==> src/rtl/calendar_pkg.sv <==
// Shared types and field limits for the time-of-day run/set controller.
package calendar_pkg;

    localparam int unsigned TIME_W    = 6;
    localparam int unsigned HOURS_MAX = 23;
    localparam int unsigned MINS_MAX  = 59;
    localparam int unsigned SECS_MAX  = 59;

    // Encoding doubles as the FIELD output value.
    typedef enum logic [1:0] {
        RUN    = 2'd0,
        EDIT_H = 2'd1,
        EDIT_M = 2'd2,
        EDIT_S = 2'd3
    } field_e;

endpackage

==> src/rtl/calendar_ctrl_if.sv <==
// Button, live-time and load/tick signals between front panel, counter and controller.
interface calendar_ctrl_if #(
    parameter int unsigned TIME_W = calendar_pkg::TIME_W
);
    logic              MODE;
    logic              INC;
    logic              DEC;
    logic [TIME_W-1:0] CUR_HOURS;
    logic [TIME_W-1:0] CUR_MINS;
    logic [TIME_W-1:0] CUR_SECS;
    logic              TICK;
    logic              LOAD;
    logic [TIME_W-1:0] LOAD_HOURS;
    logic [TIME_W-1:0] LOAD_MINS;
    logic [TIME_W-1:0] LOAD_SECS;
    logic [1:0]        FIELD;

    modport master (
        output MODE, INC, DEC, CUR_HOURS, CUR_MINS, CUR_SECS,
        input  TICK, LOAD, LOAD_HOURS, LOAD_MINS, LOAD_SECS, FIELD
    );

    modport slave (
        input  MODE, INC, DEC, CUR_HOURS, CUR_MINS, CUR_SECS,
        output TICK, LOAD, LOAD_HOURS, LOAD_MINS, LOAD_SECS, FIELD
    );
endinterface

==> src/rtl/calendar_tick_gen.sv <==
// Prescaler producing a registered one-cycle TICK every CLK_DIV enabled cycles.
module calendar_tick_gen #(
    parameter int unsigned CLK_DIV = 50000000
) (
    input  logic CLK,
    input  logic RST_N,
    input  logic enable,
    input  logic clear,
    output logic TICK
);
    localparam int unsigned CW = (CLK_DIV > 1) ? $clog2(CLK_DIV) : 1;
    localparam logic [CW-1:0] LAST = CW'(CLK_DIV - 1);

    logic [CW-1:0] count;

    // clear only restarts the count; a tick due on the same edge still fires.
    always_ff @(posedge CLK or negedge RST_N) begin
        if (!RST_N) begin
            count <= '0;
            TICK  <= 1'b0;
        end else begin
            TICK <= enable && (count == LAST);
            if (clear || !enable || (count == LAST))
                count <= '0;
            else
                count <= count + CW'(1);
        end
    end

endmodule

==> src/rtl/calendar_ctrl.sv <==
// Run/set controller: 1 Hz tick generation plus the MODE/INC/DEC time-setting FSM.
module calendar_ctrl #(
    parameter int unsigned CLK_DIV = 50000000,
    parameter int unsigned TIME_W  = 6
) (
    input  logic            CLK,
    input  logic            RST_N,
    calendar_ctrl_if.slave  bus
);
    import calendar_pkg::*;

    localparam logic [TIME_W-1:0] H_MAX = TIME_W'(HOURS_MAX);
    localparam logic [TIME_W-1:0] M_MAX = TIME_W'(MINS_MAX);
    localparam logic [TIME_W-1:0] S_MAX = TIME_W'(SECS_MAX);

    field_e            state;
    logic              load;
    logic              tick;
    logic [TIME_W-1:0] hours;
    logic [TIME_W-1:0] mins;
    logic [TIME_W-1:0] secs;

    function automatic logic [TIME_W-1:0] wrap_inc(input logic [TIME_W-1:0] v,
                                                   input logic [TIME_W-1:0] max);
        return (v >= max) ? '0 : v + TIME_W'(1);
    endfunction

    function automatic logic [TIME_W-1:0] wrap_dec(input logic [TIME_W-1:0] v,
                                                   input logic [TIME_W-1:0] max);
        return ((v == '0) || (v > max)) ? max : v - TIME_W'(1);
    endfunction

    calendar_tick_gen #(
        .CLK_DIV (CLK_DIV)
    ) u_tick_gen (
        .CLK    (CLK),
        .RST_N  (RST_N),
        .enable (state == RUN),
        .clear  (bus.MODE),
        .TICK   (tick)
    );

    // MODE has priority; INC together with DEC cancels out.
    always_ff @(posedge CLK or negedge RST_N) begin
        if (!RST_N) begin
            state <= RUN;
            load  <= 1'b0;
            hours <= '0;
            mins  <= '0;
            secs  <= '0;
        end else begin
            load <= 1'b0;
            if (bus.MODE) begin
                unique case (state)
                    RUN: begin
                        state <= EDIT_H;
                        hours <= bus.CUR_HOURS;
                        mins  <= bus.CUR_MINS;
                        secs  <= bus.CUR_SECS;
                    end
                    EDIT_H: state <= EDIT_M;
                    EDIT_M: state <= EDIT_S;
                    EDIT_S: begin
                        state <= RUN;
                        load  <= 1'b1;
                    end
                endcase
            end else if (bus.INC ^ bus.DEC) begin
                unique case (state)
                    RUN:    ;
                    EDIT_H: hours <= bus.INC ? wrap_inc(hours, H_MAX) : wrap_dec(hours, H_MAX);
                    EDIT_M: mins  <= bus.INC ? wrap_inc(mins, M_MAX)  : wrap_dec(mins, M_MAX);
                    EDIT_S: secs  <= bus.INC ? wrap_inc(secs, S_MAX)  : wrap_dec(secs, S_MAX);
                endcase
            end
        end
    end

    assign bus.TICK       = tick;
    assign bus.LOAD       = load;
    assign bus.LOAD_HOURS = hours;
    assign bus.LOAD_MINS  = mins;
    assign bus.LOAD_SECS  = secs;
    assign bus.FIELD      = state;

endmodule

==> src/flat_wrapper.sv <==
// flat-port wrapper written by rule: the top's interface ports become plain ports
module calendar_ctrl_flat import calendar_pkg::*;
#(
    parameter int unsigned CLK_DIV = 50000000,
    parameter int unsigned TIME_W  = 6
)
  (CLK, RST_N, bus_MODE, bus_INC, bus_DEC, bus_CUR_HOURS, bus_CUR_MINS, bus_CUR_SECS, bus_TICK, bus_LOAD, bus_LOAD_HOURS, bus_LOAD_MINS, bus_LOAD_SECS, bus_FIELD);
  calendar_ctrl_if #(.TIME_W(TIME_W)) bus_i ();
  input  logic CLK;
  input  logic RST_N;
  input wire logic [$bits(bus_i.MODE)-1:0] bus_MODE;
  input wire logic [$bits(bus_i.INC)-1:0] bus_INC;
  input wire logic [$bits(bus_i.DEC)-1:0] bus_DEC;
  input wire logic [$bits(bus_i.CUR_HOURS)-1:0] bus_CUR_HOURS;
  input wire logic [$bits(bus_i.CUR_MINS)-1:0] bus_CUR_MINS;
  input wire logic [$bits(bus_i.CUR_SECS)-1:0] bus_CUR_SECS;
  output wire logic [$bits(bus_i.TICK)-1:0] bus_TICK;
  output wire logic [$bits(bus_i.LOAD)-1:0] bus_LOAD;
  output wire logic [$bits(bus_i.LOAD_HOURS)-1:0] bus_LOAD_HOURS;
  output wire logic [$bits(bus_i.LOAD_MINS)-1:0] bus_LOAD_MINS;
  output wire logic [$bits(bus_i.LOAD_SECS)-1:0] bus_LOAD_SECS;
  output wire logic [$bits(bus_i.FIELD)-1:0] bus_FIELD;
  assign bus_i.MODE = bus_MODE;
  assign bus_i.INC = bus_INC;
  assign bus_i.DEC = bus_DEC;
  assign bus_i.CUR_HOURS = bus_CUR_HOURS;
  assign bus_i.CUR_MINS = bus_CUR_MINS;
  assign bus_i.CUR_SECS = bus_CUR_SECS;
  assign bus_TICK = bus_i.TICK;
  assign bus_LOAD = bus_i.LOAD;
  assign bus_LOAD_HOURS = bus_i.LOAD_HOURS;
  assign bus_LOAD_MINS = bus_i.LOAD_MINS;
  assign bus_LOAD_SECS = bus_i.LOAD_SECS;
  assign bus_FIELD = bus_i.FIELD;
  calendar_ctrl #(.CLK_DIV(CLK_DIV), .TIME_W(TIME_W)) u_core (.CLK(CLK), .RST_N(RST_N), .bus(bus_i));
endmodule
==> config.mk <==
export PLATFORM = sky130hd
export DESIGN_NAME = calendar_ctrl_flat
export DESIGN_NICKNAME = d
export VERILOG_FILES = /design/src/rtl/calendar_pkg.sv /design/src/rtl/calendar_ctrl_if.sv /design/src/rtl/calendar_tick_gen.sv /design/src/rtl/calendar_ctrl.sv /design/src/flat_wrapper.sv
export SDC_FILE = /design/constraint.sdc
export NUM_CORES = 1
export LEC_CHECK = 0
export BUFFER_PORTS_ARGS = -buffer_cell sky130_fd_sc_hd__buf_4
export CAP_MARGIN = 20
export CORE_AREA = 2 2 120 64
export DETAILED_ROUTE_END_ITERATION = 6
export DIE_AREA = 0 0 122 66
export HOLD_SLACK_MARGIN = 0.15
export PLACE_DENSITY = 0.81
export RECOVER_POWER = 50
export SYNTH_ARGS = -nofsm -noshare
export SYNTH_HDL_FRONTEND = slang
export SYNTH_HIERARCHICAL = 1
export SYNTH_SLANG_ARGS = --single-unit
==> constraint.sdc <==
create_clock -name CLK -period 3.27 [get_ports CLK]
set_input_delay 0.1635 -clock CLK [delete_from_list [all_inputs] [get_ports CLK]]
set_output_delay 0.1635 -clock CLK [all_outputs]
set_load 0.01 [all_outputs]
# After elaboration in Yosys (flattened, before gate mapping)
# Cells that the tools add are included.
totals:
  regBits: 48
  latchBits: 0
  mem_bits_rw: 0
  rom_bits: 0
  inputBits: 23
  out_inout_bits: 22
  word_cells: 69
  memories: 0
op_classes:
  add_sub_neg: 7
  mul: 0
  div_mod_pow: 0
  magnitude_cmp: 6
  n_eq_ne: 5
  n_shift: 0
  mux: 25
  bitwise: 1
  reduce_logical: 18
op_table:
  columns: ["cell", "count"]
  rows:
  - ["$mux 6", 21]
  - ["$add 26x1->26 const B", 1]
  - ["$eq 26x26->1 const B", 1]
  - ["$mux 26", 1]
  - ["$add 6x1->6 const B", 3]
  - ["$logic_not 6->1", 3]
  - ["$sub 6x1->6 const B", 3]
  - ["$ge 6x6->1 const B", 2]
  - ["$gt 6x6->1 const B", 2]
  - ["$reduce_and 3->1", 3]
  - ["$pmux 2 s4", 1]
  - ["$reduce_bool 2->1", 4]
  - ["$ge 6x5->1 const B", 1]
  - ["$gt 6x5->1 const B", 1]
  - ["$logic_or 1x1->1", 5]
  - ["$eq 2x2->1 const B", 2]
  - ["$eq 2x1->1 const B", 1]
  - ["$logic_not 2->1", 1]
  - ["$mux 1", 2]
  - ["$ne 2x1->1 const B", 1]
  - ["$logic_and 1x1->1", 1]
  - ["$logic_not 1->1", 1]
  - ["$xor 1x1->1", 1]

# Longest topological paths before layout
depth:
  ltp_word: 7
  mapped_depth: 7
  mapped_depth_nobuf: 7

# Hierarchy
# Netlist, hierarchy kept.
by_module_without_submodules:
  columns: ["mod", "instances", "cells_each", "area_each_um2", "seq_area_each_um2"]
  rows:
  - ["calendar_ctrl", 1, 242, 1910.6, 525.5]
  - ["calendar_tick_gen", 1, 145, 1455.1, 675.6]

# Least setup slack after synthesis
# No wires, ideal clock.
synth_path:
  path_kind: "register -> register"
  from: "reg u_core.mins[0], in the netlist u_core/bus.LOAD_MINS[0]"
  to: "reg u_core.mins[1], in the netlist u_core/bus.LOAD_MINS[1]"
  setup_time_ns: 0.126
  arrival_ns: 1.541
  required_ns: 3.144
  path_slack_ns: 1.603
  stages_incl_launch_ff: 8
  n_path_buf: 0
  period_less_slack_ns: 1.667
  cell_sequence: "dfrtp_1 inv_1 ha_1 nor2b_1 a22oi_2 a21oi_1 a311oi_1 nor2_1"
synth_via:
  elab_chain_len: 7
  word_cells_on_any_way: 12
  cone_classes: "add/sub (2); order compare (2); mux (6); reduce/logical (2)"
synth_lines:
  columns: ["item", "line", "source"]
  rows:
  - ["start: declaration", "calendar_ctrl.sv:20", "logic [TIME_W-1:0] mins;"]
  - ["start signal: assignment", "calendar_ctrl.sv:58", "mins <= bus.CUR_MINS;"]
  - ["start signal: assignment", "calendar_ctrl.sv:72", "EDIT_M: mins <= bus.INC ? wrap_inc(mins, M_MAX) : wrap_dec(mins, M_MAX);"]
  - ["$gt 6x6->1 / $logic_not 6->1 (equally long branches)", "calendar_ctrl.sv:30", "return ((v == '0) || (v > max)) ? max : v - TIME_W'(1);"]
  - ["$logic_or 1x1->1", "calendar_ctrl.sv:30", null]
  - ["$mux 6", "calendar_ctrl.sv:30", null]
  - ["$mux 6 *", "calendar_ctrl.sv:72", null]
  - ["$mux 6 *", "calendar_ctrl.sv:69", "unique case (state)"]
  - ["$mux 6 *", "calendar_ctrl.sv:68", "end else if (bus.INC ^ bus.DEC) begin"]
  - ["$mux 6 *", "calendar_ctrl.sv:53", "if (bus.MODE) begin"]
# Mark *: on every way between the ends. The rest lies on a longest branch, timed or not. The select of a mux whose other input is x is not followed.
# A chain may end at the register's enable or synchronous reset.

# Worst setup path after layout
layout_path:
  from: "reg u_core.u_tick_gen.count[0]"
  to: "reg u_core.u_tick_gen.count[6]"
layout_via:
  elab_chain_len: 3
  word_cells_on_any_way: 4
  cone_classes: "add/sub (1); eq/ne (1); mux (1); reduce/logical (1)"
layout_lines:
  columns: ["item", "line", "source"]
  rows:
  - ["start: declaration", "calendar_tick_gen.sv:14", "logic [CW-1:0] count;"]
  - ["start signal: assignment", "calendar_tick_gen.sv:26", "count <= count + CW'(1);"]
  - ["branches (longest 2 deep; another with $add 26x1->26)", null, null]
  - ["$mux 26 *", "calendar_tick_gen.sv:23", "if (clear || !enable || (count == LAST))"]
# Mark *: on every way between the ends.

==> reports/results.ini <==
[synth]
synth-seq-cells=48
ys_warn_count=6
synthFlopType=dfrtp_1
avgSynthCellArea_um2=8.697
synthTopCellsByArea=dfrtp_1 36%, ha_1 5.6%, xnor2_1 4.2%
synth_edf_count=0
syn-num-nets=425
yosys.area.top_type_share_pct=35.69
synth_common_cells=48 x dfrtp_1, 33 x nor2_1, 32 x nand2_1
yosysTopAreaCell=dfrtp_1
synthArstFlopShare_pct=100.0
ys_seq_area_share_pct=35.69
yosysUniqueCellTypes=63
synth_most_common_cell=dfrtp_1
netlist_area_mm2=0.003366
netlist_instances=387

[pwr]
power_switching_mw=1.228
netSwitchingFraction_pct=44.19
ir_drop_v=0.0003522
leakage_nw=1.539
p_int_mw=1.551
power_per_cell_area_mw_per_mm2=729.2
seq_power_share_pct=37.9
pwr-share-comb_pct=43.0
pwr-share-clk_pct=19.1

[sta]
setup_viol=0
hold_violations=0
post-route-period-util_pct=66.58
skew_ns=0.008068
period_needed_ns=2.177
finalMaxSlewViolations=0
rsz0062_at_grt=false
relSlewSlack_pct=19.37
setup_tns_ns=0
fmax_ghz=0.4593
worst-slew-pin-transition_ns=1.210

[detailed_routing]
viasPerCell=6.306
ant_nets=0
top_layer=met4
wl_met2_um=3551
wl_met3_um=970
drt_iter0_drc=442
wirelength_um=8932
wl_met1_um=4343
dr.pass1.iters=5
vias=3235
drt_drc_violations_left=0
wl_per_cell_um=17.41

[worst_hold_path]
hold_depth=3
hp-class=input port to flop
holdPathEnd=u_core/bus.LOAD_HOURS[5]
hp-start=bus_CUR_HOURS[5]

[cells_and_area]
fin_area_mm2=0.003811
antenna_cells=0
drive_above_1_share_pct=14.39
fill_cells=633
regArea_mm2=0.001201
layout.nets=454
multi_input_area_mm2=0.001972
syn2layout_area_growth_pct=13.23

[place]
placedInstanceArea_mm2=0.003687
place.detailed.hpwl_um=6323
port_buffers=44
place.gp.congestion=0.9139

[worst_setup_path]
max_stage_delay_ns=0.65
crit_family=compound AO/OA/AOI/OAI gates
r2r_cells=6
crit_fanout=17
critPathKind=flop to flop
worstPathCellList=ha_1 -> and3_1 -> nand4_1 -> o21ai_2 -> buf_4 -> nor2_1
startpoint_type=flop
cp.required_ns=3.45
r2r-start=u_core/u_tick_gen/count[0]
crit_slowest_cell=o21ai_2
crit_buf_inv=1
cp_data_arrival_time_ns=2.35
cp-end-kind=flop
r2r_setup_slack_ns=1.09
r2r-end=u_core/u_tick_gen/count[6]

[clock_network]
clockRootBuffer=clkbuf_16
cts_buffers=5
postCtsHoldBufs=1
clkTransAtPathRegs_ns=0.06
htreeDepth=2
cts_sinks=48
cts-resized-gates=0
post_cts_buffers=0
cts_tree=yes
clock_path_buffers=2
insertion_delay_ns=0.29

[floorplanning]
chipHeight_um=66
fp.dieArea_mm2=0.008052
ios=45
core_area_mm2=0.007019
die-width_um=122
fp-row-count=22
initial_utilization_pct=47.95

[job]
maxCapViolations=0

[global_routing]
grt_max_degree=49
grt_first_pass_wirelength_um=14760
overflow=0
grt_pass1_vias=2945
grt.total_usage_pct=23.46
antenna_found_initial=0

[outcome]
outcome=completed

-- worst max-delay path by stage --
stage | startpoint | end | slack, ns | cells past startpoint
final | u_core/u_tick_gen/count[0] | u_core/u_tick_gen/count[6] | 1.09 | 6
after global routing | u_core/u_tick_gen/count[0] | u_core/u_tick_gen/count[9] | 0.91 | 6
after CTS | u_core/u_tick_gen/count[0] | u_core/u_tick_gen/count[8] | 1.13 | 6
after detailed placement | u_core/u_tick_gen/count[0] | u_core/u_tick_gen/count[6] | 1.15 | 6
after global placement | u_core/u_tick_gen/count[0] | u_core/u_tick_gen/count[8] | 1.25 | 6
after floorplan | u_core/bus.LOAD_MINS[0] | u_core/bus.LOAD_MINS[1] | 1.60 | 7
-- per-stage QoR --
stage	hold slack (ns)	std cells	power [mW]	worst slack [ns]	util [%]
after global placement	0.2249	504	2.181	1.250	52.53
after floorplan	-0.1321	387	1.846	1.603	-
after global routing	0.1709	513	2.969	0.9068	54.30
after CTS	0.1509	513	2.774	1.132	54.81
final	0.1540	513	2.779	1.093	54.30
after detailed placement	0.2186	504	2.239	1.153	52.53
-- state kept, by name (all words and copies together), names as in the netlist --
register                 flops
u_core/u_tick_gen/TICK       1
u_core/bus.LOAD              1
u_core/bus.LOAD_HOURS        6
u_core/bus.FIELD             2
u_core/u_tick_gen/count     26
u_core/bus.LOAD_MINS         6
u_core/bus.LOAD_SECS         6
-- layout make-up --
| type | instances | share of cell area (%) |
|---|---|---|
| Clock buffer | 7 | 3.743 |
| Clock inverter | 1 | 0.1970 |
| Multi-Input combinational cell | 300 | 51.74 |
| Timing Repair Buffer | 46 | 8.175 |
| Tap cell | 96 | 3.152 |
| Inverter | 15 | 1.477 |
| Sequential cell | 48 | 31.52 |
-- tightest hold or removal path: cells and delay by family --
kind | cells | cell delay [ns]
AOI/OAI and AO/OA | 1 | 0.06
buffers and inverters | 1 | 0.11
and+or+nand+nor | 1 | 0.07
-- power by group through the flow --
stage | Clock [mW] | Combinational, mW | Sequential (mW)
final | 0.531 | 1.19 | 1.05
after global placement | 0 | 1.15 | 1.03
after global routing | 0.564 | 1.32 | 1.09
after floorplan | 0 | 0.937 | 0.909
after detailed placement | 0 | 1.19 | 1.05
after CTS | 0.538 | 1.20 | 1.04
-- cell families (layout without fill, tap and decap cells) --
group | Yosys count | after routing | synth area share, %
AND/OR/NAND/NOR | 154 | 154 | 25.35
flip-flops | 48 | 48 | 35.69
AO/OA/AOI/OAI | 105 | 105 | 20.89
adder cells (fa/ha/maj) | 15 | 15 | 5.576
XOR/XNOR | 26 | 26 | 6.766
buffers and inverters | 39 | 69 | 5.725
-- metal layers --
layer | track usage, % | vias to the layer above
li1 | - | 1483
met1 | 36.49 | 1543
met2 | 31.84 | 199
met3 | 5.517 | 10
met4 | 6.178 | 0
met5 | 0 | -
-- cells in the final DEF (no fill, tap or decap), types with 3 or more instances in the layout --
cell type and n:
o31ai_1 7, xnor2_1 16, nor2_1 33, and4_4 3
or4_1 4, a311oi_1 7, clkbuf_1 10, o21ai_0 23
dfrtp_1 48, ha_1 15, nor3_1 12, nor4_1 5
a31oi_1 8, nor2b_1 5, and3_1 5, xor2_1 10
buf_4 35, a221oi_1 4, o22ai_1 3, nand4_1 9
nand3_1 17, a21oi_1 27, clkbuf_16 5, or3_1 5
nor3b_1 3, nand2_1 32, inv_1 14
Power figures use the tool's default switching activity.
